File: config.mk
export PLATFORM = sky130hd
export DESIGN_NAME = up_reg_slave
export DESIGN_NICKNAME = d
export VERILOG_FILES = /design/src/rtl/up_bus_pkg.sv /design/src/rtl/up_sticky_status.sv /design/src/rtl/up_reg_slave.sv
export SDC_FILE = /design/constraint.sdc
export NUM_CORES = 1
export LEC_CHECK = 0
export CAP_MARGIN = 20
export CORE_UTILIZATION = 50
export CTS_CLUSTER_SIZE = 8
export DETAILED_ROUTE_END_ITERATION = 8
export PLACE_DENSITY = 0.74
export SLEW_MARGIN = 20
export SYNTH_ARGS = -nofsm -noshare
export SYNTH_HDL_FRONTEND = slang
export SYNTH_SLANG_ARGS = --single-unit
File: constraint.sdc
create_clock -name up_clk -period 4.4 [get_ports up_clk]
set_input_delay 1.1 -clock up_clk [delete_from_list [all_inputs] [get_ports up_clk]]
set_output_delay 1.1 -clock up_clk [all_outputs]
set_load 0.005 [all_outputs]
File: src/rtl/up_bus_pkg.sv
// Shared constants, state type and window-decode helper for the up_* register target.
package up_bus_pkg;

    localparam logic [3:0] OFF_ID       = 4'd0;
    localparam logic [3:0] OFF_SCRATCH  = 4'd1;
    localparam logic [3:0] OFF_CONTROL  = 4'd2;
    localparam logic [3:0] OFF_STATUS   = 4'd3;
    localparam logic [3:0] OFF_ACC_CNT  = 4'd4;
    localparam logic [3:0] OFF_DROP_CNT = 4'd5;

    localparam logic [31:0] READ_MISS = 32'hDEAD_BEEF;

    localparam int unsigned WAIT_CYCLES_MIN = 1;
    localparam int unsigned WAIT_CYCLES_MAX = 15;

    typedef enum logic {StIdle, StBusy} state_e;

    function automatic logic addr_in_window(input logic [31:0] addr,
                                            input logic [31:0] base,
                                            input logic [31:0] mask);
        return (addr & mask) == base;
    endfunction

endpackage

File: src/rtl/up_sticky_status.sv
// Sticky event bits: set by single-cycle pulses, cleared by write-one-to-clear; set wins.
module up_sticky_status #(
    parameter int unsigned STAT_W = 8
) (
    input  logic              clk,
    input  logic              rst_n,
    input  logic [STAT_W-1:0] set,
    input  logic              clr_en,
    input  logic [STAT_W-1:0] clr_mask,
    output logic [STAT_W-1:0] status
);

    logic [STAT_W-1:0] status_d;

    always_comb begin
        status_d = status;
        if (clr_en) begin
            status_d = status_d & ~clr_mask;
        end
        status_d = status_d | set;
    end

    always_ff @(posedge clk or negedge rst_n) begin
        if (!rst_n) begin
            status <= '0;
        end else begin
            status <= status_d;
        end
    end

endmodule

File: src/rtl/up_reg_slave.sv
// up_* bus target: window decode, fixed-length wait stall, and a small ID/scratch/control/
// status/counter register file.
module up_reg_slave #(
    parameter logic [31:0] BASE_ADDR   = 32'h0000_0100,
    parameter logic [31:0] ADDR_MASK   = 32'hFFFF_FFC0,
    parameter int unsigned WAIT_CYCLES = 2,
    parameter logic [31:0] ID_VALUE    = 32'h4554_4831,
    parameter int unsigned STAT_W      = 8
) (
    input  logic              up_clk,
    input  logic              up_rst_n,
    input  logic              up_wr,
    input  logic              up_rd,
    input  logic [31:0]       up_addr,
    input  logic [31:0]       up_data_wr,
    output logic [31:0]       up_data_rd,
    output logic              up_wait,
    output logic [7:0]        ctrl_out,
    input  logic [STAT_W-1:0] status_in,
    output logic              irq
);

    import up_bus_pkg::*;

    localparam int unsigned WaitEff =
        (WAIT_CYCLES < WAIT_CYCLES_MIN) ? WAIT_CYCLES_MIN :
        (WAIT_CYCLES > WAIT_CYCLES_MAX) ? WAIT_CYCLES_MAX : WAIT_CYCLES;
    localparam logic [3:0] WaitLoad = 4'(WaitEff - 1);

    state_e      state_q;
    logic [3:0]  wait_cnt_q;
    logic        op_wr_q;
    logic [3:0]  op_off_q;
    logic [31:0] op_data_q;

    logic [31:0] scratch_q;
    logic [15:0] ctrl_q;
    logic [31:0] acc_cnt_q;
    logic [15:0] drop_cnt_q;
    logic [STAT_W-1:0] status;

    logic        strobe;
    logic        hit;
    logic        accept;
    logic        drop;
    logic        commit;
    logic        wr_commit;
    logic [31:0] rd_mux;

    assign strobe    = up_wr | up_rd;
    assign hit       = addr_in_window(up_addr, BASE_ADDR, ADDR_MASK);
    assign accept    = (state_q == StIdle) && hit && (up_wr ^ up_rd);
    // Anything arriving while busy is lost, as is an ambiguous wr+rd aimed at us.
    assign drop      = ((state_q == StBusy) && strobe) ||
                       ((state_q == StIdle) && hit && up_wr && up_rd);
    assign commit    = (state_q == StBusy) && (wait_cnt_q == 4'd0);
    assign wr_commit = commit && op_wr_q;

    assign ctrl_out  = ctrl_q[7:0];

    always_comb begin
        rd_mux = READ_MISS;
        case (op_off_q)
            OFF_ID:       rd_mux = ID_VALUE;
            OFF_SCRATCH:  rd_mux = scratch_q;
            OFF_CONTROL:  rd_mux = {16'h0000, ctrl_q};
            OFF_STATUS:   rd_mux = 32'(status);
            OFF_ACC_CNT:  rd_mux = acc_cnt_q;
            OFF_DROP_CNT: rd_mux = {16'h0000, drop_cnt_q};
            default:      ;
        endcase
    end

    always_ff @(posedge up_clk or negedge up_rst_n) begin
        if (!up_rst_n) begin
            state_q    <= StIdle;
            wait_cnt_q <= 4'd0;
            op_wr_q    <= 1'b0;
            op_off_q   <= 4'd0;
            op_data_q  <= 32'h0;
            up_wait    <= 1'b0;
            up_data_rd <= 32'h0;
        end else begin
            case (state_q)
                StIdle: begin
                    if (accept) begin
                        state_q    <= StBusy;
                        wait_cnt_q <= WaitLoad;
                        op_wr_q    <= up_wr;
                        op_off_q   <= up_addr[5:2];
                        op_data_q  <= up_data_wr;
                        up_wait    <= 1'b1;
                    end
                end
                StBusy: begin
                    if (wait_cnt_q == 4'd0) begin
                        state_q <= StIdle;
                        up_wait <= 1'b0;
                        if (!op_wr_q) begin
                            up_data_rd <= rd_mux;
                        end
                    end else begin
                        wait_cnt_q <= wait_cnt_q - 4'd1;
                    end
                end
                default: state_q <= StIdle;
            endcase
        end
    end

    always_ff @(posedge up_clk or negedge up_rst_n) begin
        if (!up_rst_n) begin
            scratch_q  <= 32'h0;
            ctrl_q     <= 16'h0;
            acc_cnt_q  <= 32'h0;
            drop_cnt_q <= 16'h0;
            irq        <= 1'b0;
        end else begin
            if (wr_commit && (op_off_q == OFF_SCRATCH)) begin
                scratch_q <= op_data_q;
            end
            if (wr_commit && (op_off_q == OFF_CONTROL)) begin
                ctrl_q <= op_data_q[15:0];
            end
            if (commit) begin
                acc_cnt_q <= acc_cnt_q + 32'd1;
            end
            if (drop && (drop_cnt_q != 16'hFFFF)) begin
                drop_cnt_q <= drop_cnt_q + 16'd1;
            end
            irq <= |(status & ctrl_q[8 +: STAT_W]);
        end
    end

    up_sticky_status #(
        .STAT_W (STAT_W)
    ) u_status (
        .clk      (up_clk),
        .rst_n    (up_rst_n),
        .set      (status_in),
        .clr_en   (wr_commit && (op_off_q == OFF_STATUS)),
        .clr_mask (op_data_q[STAT_W-1:0]),
        .status   (status)
    );

endmodule

# ---- After elaboration in Yosys (flattened, before gate mapping)
# Index checks and enable logic that the tools add are counted.
dict set report op_classes {
  add_sub_neg 3
  multipliers 0
  div_mod_pow 0
  n_lt_le_gt_ge 0
  n_eq_ne 10
  shift 0
  mux 11
  bitwise_logic 8
  n_reduce_logical 19
}
# operator n
set ops {}
lappend ops {{$pmux 32 s6} 1}
lappend ops {{$add 32x1->32 const B} 1}
lappend ops {{$eq 26x3->1 const B} 1}
lappend ops {{$add 16x1->16 const B} 1}
lappend ops {{$and 8x8->8} 2}
lappend ops {{$ne 16x16->1 const B} 1}
lappend ops {{$logic_and 1x1->1} 11}
lappend ops {{$eq 4x2->1 const B} 2}
lappend ops {{$eq 4x3->1 const B} 2}
lappend ops {{$logic_not 4->1} 2}
lappend ops {{$mux 4} 2}
lappend ops {{$mux 8} 1}
lappend ops {{$not 8->8} 1}
lappend ops {{$or 8x8->8} 1}
lappend ops {{$pmux 4 s2} 1}
lappend ops {{$reduce_or 8->1} 1}
lappend ops {{$reduce_and 2->1} 3}
lappend ops {{$eq 4x1->1 const B} 1}
lappend ops {{$mux 1} 4}
lappend ops {{$ne 2x2->1 const B} 2}
lappend ops {{$pmux 1 s2} 2}
lappend ops {{$sub 4x1->4 const B} 1}
lappend ops {{$reduce_and 3->1} 1}
lappend ops {{$ne 2x1->1 const B} 1}
lappend ops {{4 further kinds} 5}
dict set report totals {
  register_bits 180
  latchBits 0
  mem_bits_rw 0
  romBits 0
  input_bits 76
  output_inout_bits 42
  elab_cells 64
  memories 0
}

# ---- Longest topological paths before layout
# Gate-level depths: netlist (run 1).
dict set report depth {
  ltp_word 6
  mapped_depth 8
  mapped_depth_nobuf 7
}

# ---- Cells and area by module
# A second synthesis (run 1) with hierarchy kept.
dict set report unflattened {
  hier_cells 716
  area_unflattened_um2 8195.4
}
# mod n_inst cells_per_inst area_per_inst_um2 seq_area_each_um2
set modules_own_cells {}
lappend modules_own_cells {up_reg_slave 1 691 7897.6 4304.1}
lappend modules_own_cells {up_sticky_status 1 25 297.8 200.2}

# ---- Worst setup path after synthesis (run 1)
# No wires, ideal clock.
dict set report synth_timing {
  path_kind {input to register}
  start {in up_addr[9]}
  end {reg op_data_q[11]}
  t_arrival_ns 2.627
  required_time_ns 4.275
  path_slack_ns 1.648
  stages 5
  n_path_buf 1
  path_cell_list {nor4b_1 -> nand4_2 -> nor4_4 -> buf_4 -> mux2_2}
}
dict set report synth_between {
  elab_chain_len 4
}
# item line_no
set synth_lines {}
lappend synth_lines {{from (decl)} up_reg_slave.sv:14} ;# input logic [31:0] up_addr,
lappend synth_lines {{$eq 26x3->1} up_bus_pkg.sv:21} ;# return (addr & mask) == base;
lappend synth_lines {{$logic_and 1x1->1 (2 in series)} up_reg_slave.sv:52} ;# assign accept = (state_q == StIdle) && hit && (up_wr ^ up_rd);
lappend synth_lines {{$reduce_and 2->1 (no line)} --}
lappend synth_lines {{to (signal assigned)} up_reg_slave.sv:91} ;# op_data_q <= up_data_wr;
lappend synth_lines {{to (decl)} up_reg_slave.sv:34} ;# logic [31:0] op_data_q;
# No other way between the ends.
# A chain may end at the register's enable or synchronous reset.

# ---- Worst setup path after layout (run 1)
dict set report layout_timing {
  start {in up_addr[9]}
  end {reg op_data_q[19]}
}
# The elaborated chain is that of the path after synthesis.

==> run metrics, run 1 <==
outcome=completed; static power due to leakage=0.00440 uW; die outline height=129 um; x dimension of the die=129 um; max-cap violations=0; vias in the first global route=5879; area of the die=16600 um2; final wirelength=19.6 mm; cell area reported after detailed placement=9330 um2; clock-pin slew on the worst setup and hold paths=60 ps; slowest cell on the critical path=sky130_fd_sc_hd__buf_4; critical path type=input port to flip-flop; number of DRC violations after detailed-routing iteration 0=532; Port Buffers=115; worst-case vdd ir drop=0.252 mV; Post-synth EDFFs=0; most used flip-flop cell after synthesis=sky130_fd_sc_hd__dfrtp_1; Hold Crit Class=flip-flop to flip-flop; largest area contributor in the synthesized netlist=sky130_fd_sc_hd__dfrtp_1; number of antenna violations at the first check in global routing=1; post-synthesis register bit count=180; period utilisation layout=68.9%; data arrival time of the worst path=3340 ps; crit end category=flip-flop; layout cells sized above 1=16.6%; cell at the root of the clock tree=sky130_fd_sc_hd__clkbuf_16; worst flop-to-flop path endpoint=up_data_rd[0]$_DFFE_PN0P_; cells on worst reg2reg path=8; Placer Congestion=0.841; Area Overhead vs Synth=23.5%; data required time at the worst endpoint=4710 ps; Final TNS setup=0 ps; share of flip-flops with an asynchronous set or reset=100%; FMAX=330 MHz; postcts setup bufs=0; slew at the pin closest to its max-slew limit=1080 ps; peak fanout along the critical path=41; number of detailed-route iterations in the first pass=5; global route total overflow=0; H-tree depth=4; GRT Resource Usage Total=25.2%; most area-consuming cells after synthesis=sky130_fd_sc_hd__dfrtp_1, sky130_fd_sc_hd__mux2_2, sky130_fd_sc_hd__xnor2_1, sky130_fd_sc_hd__nand2_1, sky130_fd_sc_hd__a22oi_1; count of endpoints failing hold in the final timing report=0; PnR Total Power=3480 uW; RSZ-0062 raised after global routing=false; total vias in the final route=5870; type of origin of the critical path=input port; Num Clock Sinks=180; clock tree from TritonCTS=built; Final setup violation count=0; total power per unit cell area=350 nW/um2; num rows=46; total nets after synthesis=763; post-synth top area share=55.8%; average wire per cell in the routed design=19.4 um; CP max stage delay=520 ps; number of instances in the synthesized netlist=683; clock latency on the worst-skew pair=430 ps; post-synthesis area per instance=11.8 um2; total number of nets in the final design=864; top-level port count=118; maximum clock path buffer count=2; critical-path cell list=clkdlybuf4s50_1 > nor4b_1 > nand4_2 > nor4_4 > buf_4 > mux2_2; crit path time final=3030 ps; yosys synthesis warning count=0; beginning of the critical path=up_addr[9]; Antenna Nets Post-Route=0; maximum number of pins on one net before global-route repair=77; Final Skew=7.39 ps; Initial Util=51.0%; FF-to-FF setup slack=1540 ps; Layout Utilization=63.0%; vias per std cell=5.79; number of pins with negative max-slew slack in the final report=0; hold-fix buffers at CTS=0; Final HPWL DP=14.0 mm; post-synth design cell area=8070 um2; sequential cell area fraction in the yosys report=55.8%; number of buffers added by the clock tree synthesis step=17; global-route wire length before repair=31.5 mm; Critical path destination=op_data_q[19]$_DFFE_PN0P_; cells resized by post-CTS repair=0; DRC violation count after routing=0; cell area after layout=9960 um2; floorplan core area=15800 um2; Relative slew margins=27.3%; synth unique cells=55; Crit Reg-Reg Startpoint=wait_cnt_q[0]$_DFFE_PN0P_
==> logic make-up after synthesis <==
| logic type | share of synthesized area [%] |
|---|---|
| DFF | 55.8 |
| muxes | 11.8 |
| adders and majority gates | 0.621 |
| AOI/OAI and AO/OA | 10.6 |
| and+or+nand+nor | 12.5 |
| xor gates and xnor gates | 5.10 |
| buffers and inverters | 3.63 |
==> routing by layer <==
layer | vias up | track usage, % | wire length [um]
met5 | - | 0 | 0
met4 | 0 | 10.4 | 365
met3 | 29 | 6.03 | 1190
met2 | 209 | 39.7 | 9560
met1 | 2968 | 33.6 | 8490
li1 | 2664 | - | -
==> worst min-delay path by stage <==
stage                          startpoint                    endpoint  slack [ps]  depth (start not counted)
3_5_place_dp   up_data_rd[29]$_DFFE_PN0P_  up_data_rd[29]$_DFFE_PN0P_         470                          2
2_1_floorplan   acc_cnt_q[31]$_DFFE_PN0N_   acc_cnt_q[31]$_DFFE_PN0N_         450                          1
4_1_cts        up_data_rd[29]$_DFFE_PN0P_  up_data_rd[29]$_DFFE_PN0P_         490                          2
6_report       up_data_rd[29]$_DFFE_PN0P_  up_data_rd[29]$_DFFE_PN0P_         480                          2
3_3_place_gp          up_wait$_DFFE_PN0P_         up_wait$_DFFE_PN0P_         460                          2
5_1_grt         acc_cnt_q[31]$_DFFE_PN0N_   acc_cnt_q[31]$_DFFE_PN0N_         490                          1
==> worst max-delay path, delay by kind of cell <==
| family | cells | cell delay [ps] |
|---|---|---|
| and+or+nand+nor | 3 | 880 |
| buffers and inverters | 2 | 920 |
| muxes | 1 | 410 |
==> cell type report <==
cell class                      instances  area (um2)
Fill cell                            1204        5860
Multi-Input combinational cell        448        3270
Clock inverter                         10         171
Antenna cell                            1        2.50
Timing Repair Buffer                  124        1230
Tap cell                              216         270
Clock buffer                           21         460
Sequential cell                       180        4500
Inverter                               13        48.8
==> metrics by stage <==
step | setup slack, ps | hold WS, ps | instances
2_1_floorplan | 1650 | 446 | 683
3_3_place_gp | 962 | 462 | 981
3_5_place_dp | 918 | 472 | 981
4_1_cts | 1380 | 486 | 1012
5_1_grt | 1200 | 494 | 1012
6_report | 1370 | 478 | 1013
==> flip-flops by register name (all words and copies together) (netlist names) <==
name / count
up_wait: 1
drop_cnt_q: 16
up_data_rd: 32
op_wr_q: 1
state_q: 1
op_data_q: 32
op_off_q: 4
ctrl_q: 16
scratch_q: 32
wait_cnt_q: 4
acc_cnt_q: 32
u_status.status: 8
irq: 1
==> synth_stat cells, drive strengths merged, types with 2 or more instances <==
cell type	instances
a41oi	2
nor2	39
and4	3
a22o	9
nand4	21
a222oi	4
o21ai	20
or3	3
inv	13
nand2b	2
o41ai	3
buf	26
mux2	83
nand3	23
clkbuf	16
xnor2	40
and2	5
a221oi	10
and3	11
ha	4
nor3	4
a21oi	26
o21a	3
dfrtp	180
nor2b	3
a221o	5
nand2	62
a22oi	20
or4	2
a21o	9
xor2	7
a31oi	6
nor4	10
==> report_power, final <==
group          switching (uW)  internal, uW  total [uW]  leakage [uW]
clock                     628           984        1610      0.000304
combinational            61.2          89.6         151       0.00178
sequential               41.1          1680        1720       0.00232
total                     730          2750        3480       0.00440
==> cell usage in the layout (no fill, tap or decap), drive strengths merged, types with 4 or more instances in the layout <==
cell type      instances
o21ai                 20
mux2                  83
a31oi                  6
bufinv                 4
nand2                 62
a221oi                10
clkbuf                21
clkdlybuf4s50        114
nor2                  39
and3                  11
a22o                   9
inv                   15
ha                     4
and2                   5
dfrtp                180
a21o                   9
xor2                   7
nor4                  10
nand4                 21
buf                   10
a222oi                 4
nor3                   4
a21oi                 26
nand3                 23
a22oi                 20
xnor2                 40
a221o                  5
Power figures use the tool's default switching activity.
==> run 2: changes to the inputs <==
- clock period: 4.4 -> 2.9 ns (I/O delays scaled with it)
==> run 2 against run 1 <==
  * Critical path type unchanged
  * Non-clock buffer count increased by 10
  * Worst hold slack worse by 190 ps
  * Sequential power rose by 52%
  * Global-route usage grew 0.40 points
  * Largest power group unchanged
  * Critical path depth stayed put
  * Critical endpoint unchanged
  * Clock power up 43%
  * Setup slack worse by 980 ps
==> run metrics, run 2 (synthesized netlist as in run 1, its figures left out) <==
outcome=completed; count of endpoints failing hold in the final timing report=0 (unchanged); area occupied by registers=4500 um2 (unchanged); Final Skew=9.25 ps (+1.85 ps); global-route wire length before repair=31.9 mm (+1.6%); DP Worst Slack=-51.2 ps (-969 ps); maximum number of pins on one net before global-route repair=60 (-22%); data arrival time of the worst path=2830 ps (-510 ps); die outline height=129 um (unchanged); Hold Crit Class=input port to async pin; leading cell types in the layout, fill and taps excluded=sky130_fd_sc_hd__dfrtp_1, sky130_fd_sc_hd__clkdlybuf4s50_1, sky130_fd_sc_hd__mux2_2; Final TNS setup=0 ps (unchanged); crit path buf inv count=2 (unchanged); Antenna Nets Post-Route=0 (unchanged); commonest non-fill, non-tap cell in the layout=sky130_fd_sc_hd__dfrtp_1; FMAX=398 MHz; crit end category=flip-flop; cells on worst reg2reg path=5 (-3); Final setup violation count=0 (unchanged); RSZ-0062 raised after global routing=false; Initial Util=51.0% (unchanged); number of DRC violations after detailed-routing iteration 0=443 (-17%); multi-input combinational cell area=3270 um2 (unchanged); total vias in the final route=5896 (+0.44%); critical path type=input port to flip-flop; total number of nets in the final design=874 (+1.2%); vias in the first global route=5938 (+1.0%); top-level port count=118 (unchanged); FF-to-FF setup slack=520 ps (-1020 ps); PnR Total Power=5140 uW (+48%); number of antenna violations at the first check in global routing=2 (+1); H-tree depth=4 (unchanged); slowest cell on the critical path=sky130_fd_sc_hd__clkdlybuf4s50_1; num rows=46 (unchanged); cells resized by post-CTS repair=0 (unchanged); cell at the root of the clock tree=sky130_fd_sc_hd__clkbuf_16; worst flop-to-flop path endpoint=scratch_q[25]$_DFFE_PN0P_; postcts setup bufs=0 (unchanged); Worst Setup Slack, final=387 ps (-981 ps); total power per unit cell area=512 nW/um2 (+46%); fillcell total=1217 (+1.1%); Crit Reg-Reg Startpoint=op_off_q[3]$_DFFE_PN0P_; worst-case vdd ir drop=0.442 mV (+75%); maximum clock path buffer count=2 (unchanged); CP max stage delay=410 ps (-110 ps); slew at the pin closest to its max-slew limit=804 ps (-278 ps); logic depth of the worst path, buffers included=6 (unchanged); number of detailed-route iterations in the first pass=5 (unchanged); global route total overflow=0 (unchanged); Top delay family on crit path=simple AND/OR/NAND/NOR gates; Relative slew margins=46.4% (+19 points); Area Overhead vs Synth=24.6%; area of the die=16600 um2 (unchanged); Final HPWL DP=14.3 mm (+2.5%); crit path time final=2510 ps; clock-pin slew on the worst setup and hold paths=70 ps (about the same); static power due to leakage=0.00445 uW (+1.1%); number of pins with negative max-slew slack in the final report=0 (unchanged); max-cap violations=0 (unchanged); period utilisation layout=86.6%; clock tree from TritonCTS=built; DRC violation count after routing=0 (unchanged); final wirelength=19.7 mm (+0.52%); number of buffers added by the clock tree synthesis step=17 (unchanged); hold-fix buffers at CTS=0 (unchanged); Placer Congestion=0.868 (+3.2%); floorplan core area=15800 um2 (unchanged); x dimension of the die=129 um (unchanged); Port Buffers=115 (unchanged); type of origin of the critical path=input port; layout cells sized above 1=17.9% (+1.3 points); clock latency on the worst-skew pair=430 ps (about the same); Num Clock Sinks=180 (unchanged); average wire per cell in the routed design=19.3 um (-0.47%); data required time at the worst endpoint=3220 ps (-1490 ps); vias per std cell=5.76 (-0.54%); critical-path cell list=clkdlybuf4s50_1 > nor4b_1 > nand4_2 > nor4_4 > buf_12 > mux2_2; GRT Resource Usage Total=25.6% (+0.40 points); peak fanout along the critical path=41 (unchanged)
[run 2: cell count changes in the layout (fill, tap and decap cells not counted), sizes merged]
cell / delta
buf: +10
bufinv: -2
clkinv: +2
clkbuf: -1
clkinvlp: +1
[run 2: layer usage]
| metal | vias to the layer above | GRT usage [%] | routed length, um |
|---|---|---|---|
| li1 | 2692 | - | - |
| met1 | 2993 | 34.2 | 8390 |
| met2 | 192 | 41.5 | 9710 |
| met3 | 17 | 6.20 | 1390 |
| met4 | 2 | 7.40 | 207 |
| met5 | - | 0 | 13 |
[run 2: cell type report]
class,instances,area share [%]
Antenna cell,1,0.0249
Clock buffer,20,4.64
Clock inverter,11,1.25
Inverter,13,0.486
Multi-Input combinational cell,448,32.6
Sequential cell,180,44.8
Tap cell,216,2.69
Timing Repair Buffer,134,13.5
[run 2: through the flow]
stage / hold slack [ps] / util [%] / instance area [um2] / cells
global route: 315 / 63.5 / 10000 / 1022
CTS: 293 / 63.5 / 10000 / 1022
detailed placement: 468 / 59.7 / 9460 / 991
floorplan: 429 / - / 8070 / 683
global placement: 462 / 59.7 / 9460 / 991
finish: 286 / 63.5 / 10000 / 1023
[run 2: worst max-delay path by stage]
stage | endpoint | from | slack, ps
floorplan | op_data_q[11]$_DFFE_PN0P_ | up_addr[9] | 520
global placement | op_data_q[29]$_DFFE_PN0P_ | up_addr[9] | 10
detailed placement | op_data_q[19]$_DFFE_PN0P_ | up_addr[11] | -50
CTS | op_data_q[19]$_DFFE_PN0P_ | up_addr[11] | 410
global route | op_data_q[23]$_DFFE_PN0P_ | up_addr[12] | 260
finish | op_data_q[19]$_DFFE_PN0P_ | up_addr[11] | 390
[run 2: worst reg2reg max path, stage by stage, from the launching register on]
cell and delay [ps]:
sky130_fd_sc_hd__dfrtp_1 860, sky130_fd_sc_hd__nor2_2 210, sky130_fd_sc_hd__and3_1 260, sky130_fd_sc_hd__nand3_1 100
sky130_fd_sc_hd__buf_4 420, sky130_fd_sc_hd__mux2_2 420
[run 2: report_power, final]
| group | internal, uW | switching (uW) |
|---|---|---|
| Combinational | 141 | 96.1 |
| Sequential | 2550 | 59.5 |
| Clock | 1340 | 962 |
==> run 3: changes to the inputs <==
- CORE_UTILIZATION: 50 -> 49
- PLACE_DENSITY: 0.74 -> 0.76
- clock period: 2.9 -> 2.29 ns (I/O delays scaled with it)
==> run 3 against run 2 <==
  * Non-clock buffer count increased by 21
  * Via count grew 2.2%
  * Total power rose by 26%
  * Clock power up 24%
  * Critical path depth up 1
  * Critical path type unchanged
  * Sequential cell count is the same
  * Final area is 1.7% higher
  * Sequential power is 27% higher
  * Final cell count up 2.0%
  * Clock skew about the same
  * Sequential share of layout area decreased by 0.74 points
==> run metrics, run 3 (synthesized netlist as in run 1, its figures left out) <==
outcome=completed; average wire per cell in the routed design=19.4 um (+0.95%); Placer Congestion=0.885 (+2.0%); number of pins with negative max-slew slack in the final report=0 (unchanged); total power per unit cell area=633 nW/um2 (+24%); period utilisation layout=96.3%; worst-case vdd ir drop=0.625 mV (+41%); global-route wire length before repair=31.9 mm (about the same); clock tree from TritonCTS=built; slew at the pin closest to its max-slew limit=704 ps (-99.3 ps); CP max stage delay=400 ps (about the same); H-tree depth=4 (unchanged); slowest cell on the critical path=sky130_fd_sc_hd__clkdlybuf4s50_1; data required time at the worst endpoint=2610 ps (-610 ps); max-cap violations=0 (unchanged); FMAX=453 MHz; vias in the first global route=6068 (+2.2%); Port Buffers=115 (unchanged); global route total overflow=0 (unchanged); total vias in the final route=6028 (+2.2%); maximum clock path buffer count=2 (unchanged); antenna diode count=0 (-1); crit path buf inv count=4 (+2); hold-fix buffers at CTS=0 (unchanged); final wirelength=20.3 mm (+2.9%); Worst Setup Slack, final=84.4 ps (-303 ps); Antenna Nets Post-Route=0 (unchanged); Relative slew margins=52.6% (+6.2 points); PnR Total Power=6470 uW (+26%); Non-Filler Instances=1043 (+2.0%); Final HPWL DP=14.6 mm (+2.0%); GRT Resource Usage Total=25.3% (-0.25 points); cell area after layout=10200 um2 (+1.7%); Initial Util=50.4% (-0.55 points); clock latency on the worst-skew pair=430 ps (about the same); critical path type=input port to flip-flop; floorplan core area=16000 um2 (+1.1%); FF-to-FF setup slack=110 ps (-410 ps); Top delay family on crit path=buffers and inverters; area of the die=17000 um2 (+2.0%); maximum number of pins on one net before global-route repair=56 (-6.7%); vias per std cell=5.78 (+0.28%); number of buffers added by the clock tree synthesis step=17 (unchanged); num rows=46 (unchanged); count of endpoints failing hold in the final timing report=0 (unchanged); data arrival time of the worst path=2520 ps (-310 ps); number of detailed-route iterations in the first pass=5 (unchanged); DRC violation count after routing=0 (unchanged); crit end category=flip-flop; RSZ-0062 raised after global routing=false; crit path time final=2210 ps; number of placed instances with taps included=1010 (+1.9%); die outline height=130 um (+1.0%); Hold Crit Class=input port to async pin; type of origin of the critical path=input port; DP Worst Slack=-427 ps (-376 ps); total number of nets in the final design=895 (+2.4%); peak fanout along the critical path=19 (-54%); most used cell, CP=sky130_fd_sc_hd__buf_4; cell area reported after detailed placement=9600 um2 (+1.5%); number of antenna violations at the first check in global routing=0 (-2); layout cells sized above 1=19.8% (+2.0 points); leading cell types in the layout, fill and taps excluded=sky130_fd_sc_hd__dfrtp_1, sky130_fd_sc_hd__clkdlybuf4s50_1, sky130_fd_sc_hd__mux2_2; Area Overhead vs Synth=26.7%; Final Skew=9.24 ps (-0.00853 ps); x dimension of the die=130 um (+1.0%); Num Clock Sinks=180 (unchanged); fillcell total=1269 (+4.3%); top-level port count=118 (unchanged); number of DRC violations after detailed-routing iteration 0=457 (+3.2%); static power due to leakage=0.00454 uW (+2.2%); clock-pin slew on the worst setup and hold paths=70 ps (about the same); Final setup violation count=0 (unchanged); commonest non-fill, non-tap cell in the layout=sky130_fd_sc_hd__dfrtp_1; cell at the root of the clock tree=sky130_fd_sc_hd__clkbuf_16; critical-path cell list=clkdlybuf4s50_1 > or3_4 > buf_4 > nor4_4 > buf_4 > buf_6 > mux2_2
[run 3: cell count changes in the layout (fill, tap and decap cells not counted), moves of 2 or more]
cell	previous run	this run
sky130_fd_sc_hd__clkinv_2	3	1
sky130_fd_sc_hd__clkbuf_1	0	3
sky130_fd_sc_hd__clkbuf_8	3	1
sky130_fd_sc_hd__buf_4	14	34
[run 3: cell type report]
cell class	instances	area, um2	area share, %
repair buffers	155	1520	14.9
well taps	216	270	2.64
clock inverters	10	125	1.22
inverters	13	48.8	0.478
clock buffers	21	450	4.41
flip-flops and latches	180	4500	44.1
multi-input cells	448	3300	32.3
[run 3: final timing paths]
check	startpoint	end	depth (start not counted)
max	up_addr[27]	op_data_q[8]$_DFFE_PN0P_	7
min	up_rst_n	op_data_q[3]$_DFFE_PN0P_	1
max reg2reg	wait_cnt_q[0]$_DFFE_PN0P_	acc_cnt_q[15]$_DFFE_PN0N_	7
min reg2reg	up_data_rd[17]$_DFFE_PN0P_	up_data_rd[17]$_DFFE_PN0P_	2
max in group asynchronous	up_rst_n	drop_cnt_q[14]$_DFFE_PN0P_	2
min in group up_clk	up_data_rd[17]$_DFFE_PN0P_	up_data_rd[17]$_DFFE_PN0P_	2
[run 3: what timing repair did]
action	CTS	global route
buffers inserted	0	1
gates resized for setup	0	5
endpoints found under the setup margin	0	38
[run 3: metal layers]
metal	GRT usage (%)	wire length (um)
met1	33.4	8680
met2	40.6	9900
met3	7.22	1380
met4	7.66	324
met5	0	0
[run 3: worst register-to-register path: stages, from the launching register on]
cell                       delay [ps]
sky130_fd_sc_hd__dfrtp_1          400
sky130_fd_sc_hd__inv_1             90
sky130_fd_sc_hd__ha_1             180
sky130_fd_sc_hd__and4bb_4         370
sky130_fd_sc_hd__nand4_1          260
sky130_fd_sc_hd__or3_1            450
sky130_fd_sc_hd__nor2_1           160
sky130_fd_sc_hd__xor2_1           170
[run 3: where the power goes]
part	switching, uW	leakage, uW	internal [uW]
Combinational	122	0.00195	181
Sequential	80.4	0.00232	3230
Clock	1220	0.000272	1640
Total	1420	0.00454	5050
[run 3: through the flow]
step / setup TNS, ps / utilization (%) / hold slack (ps)
floorplan: 0 / - / 277
global placement: -18750 / 60.0 / 462
detailed placement: -19970 / 60.0 / 468
global route: 0 / 63.9 / 77.6
finish: 0 / 63.9 / 65.9
CTS: 0 / 63.6 / 67.9
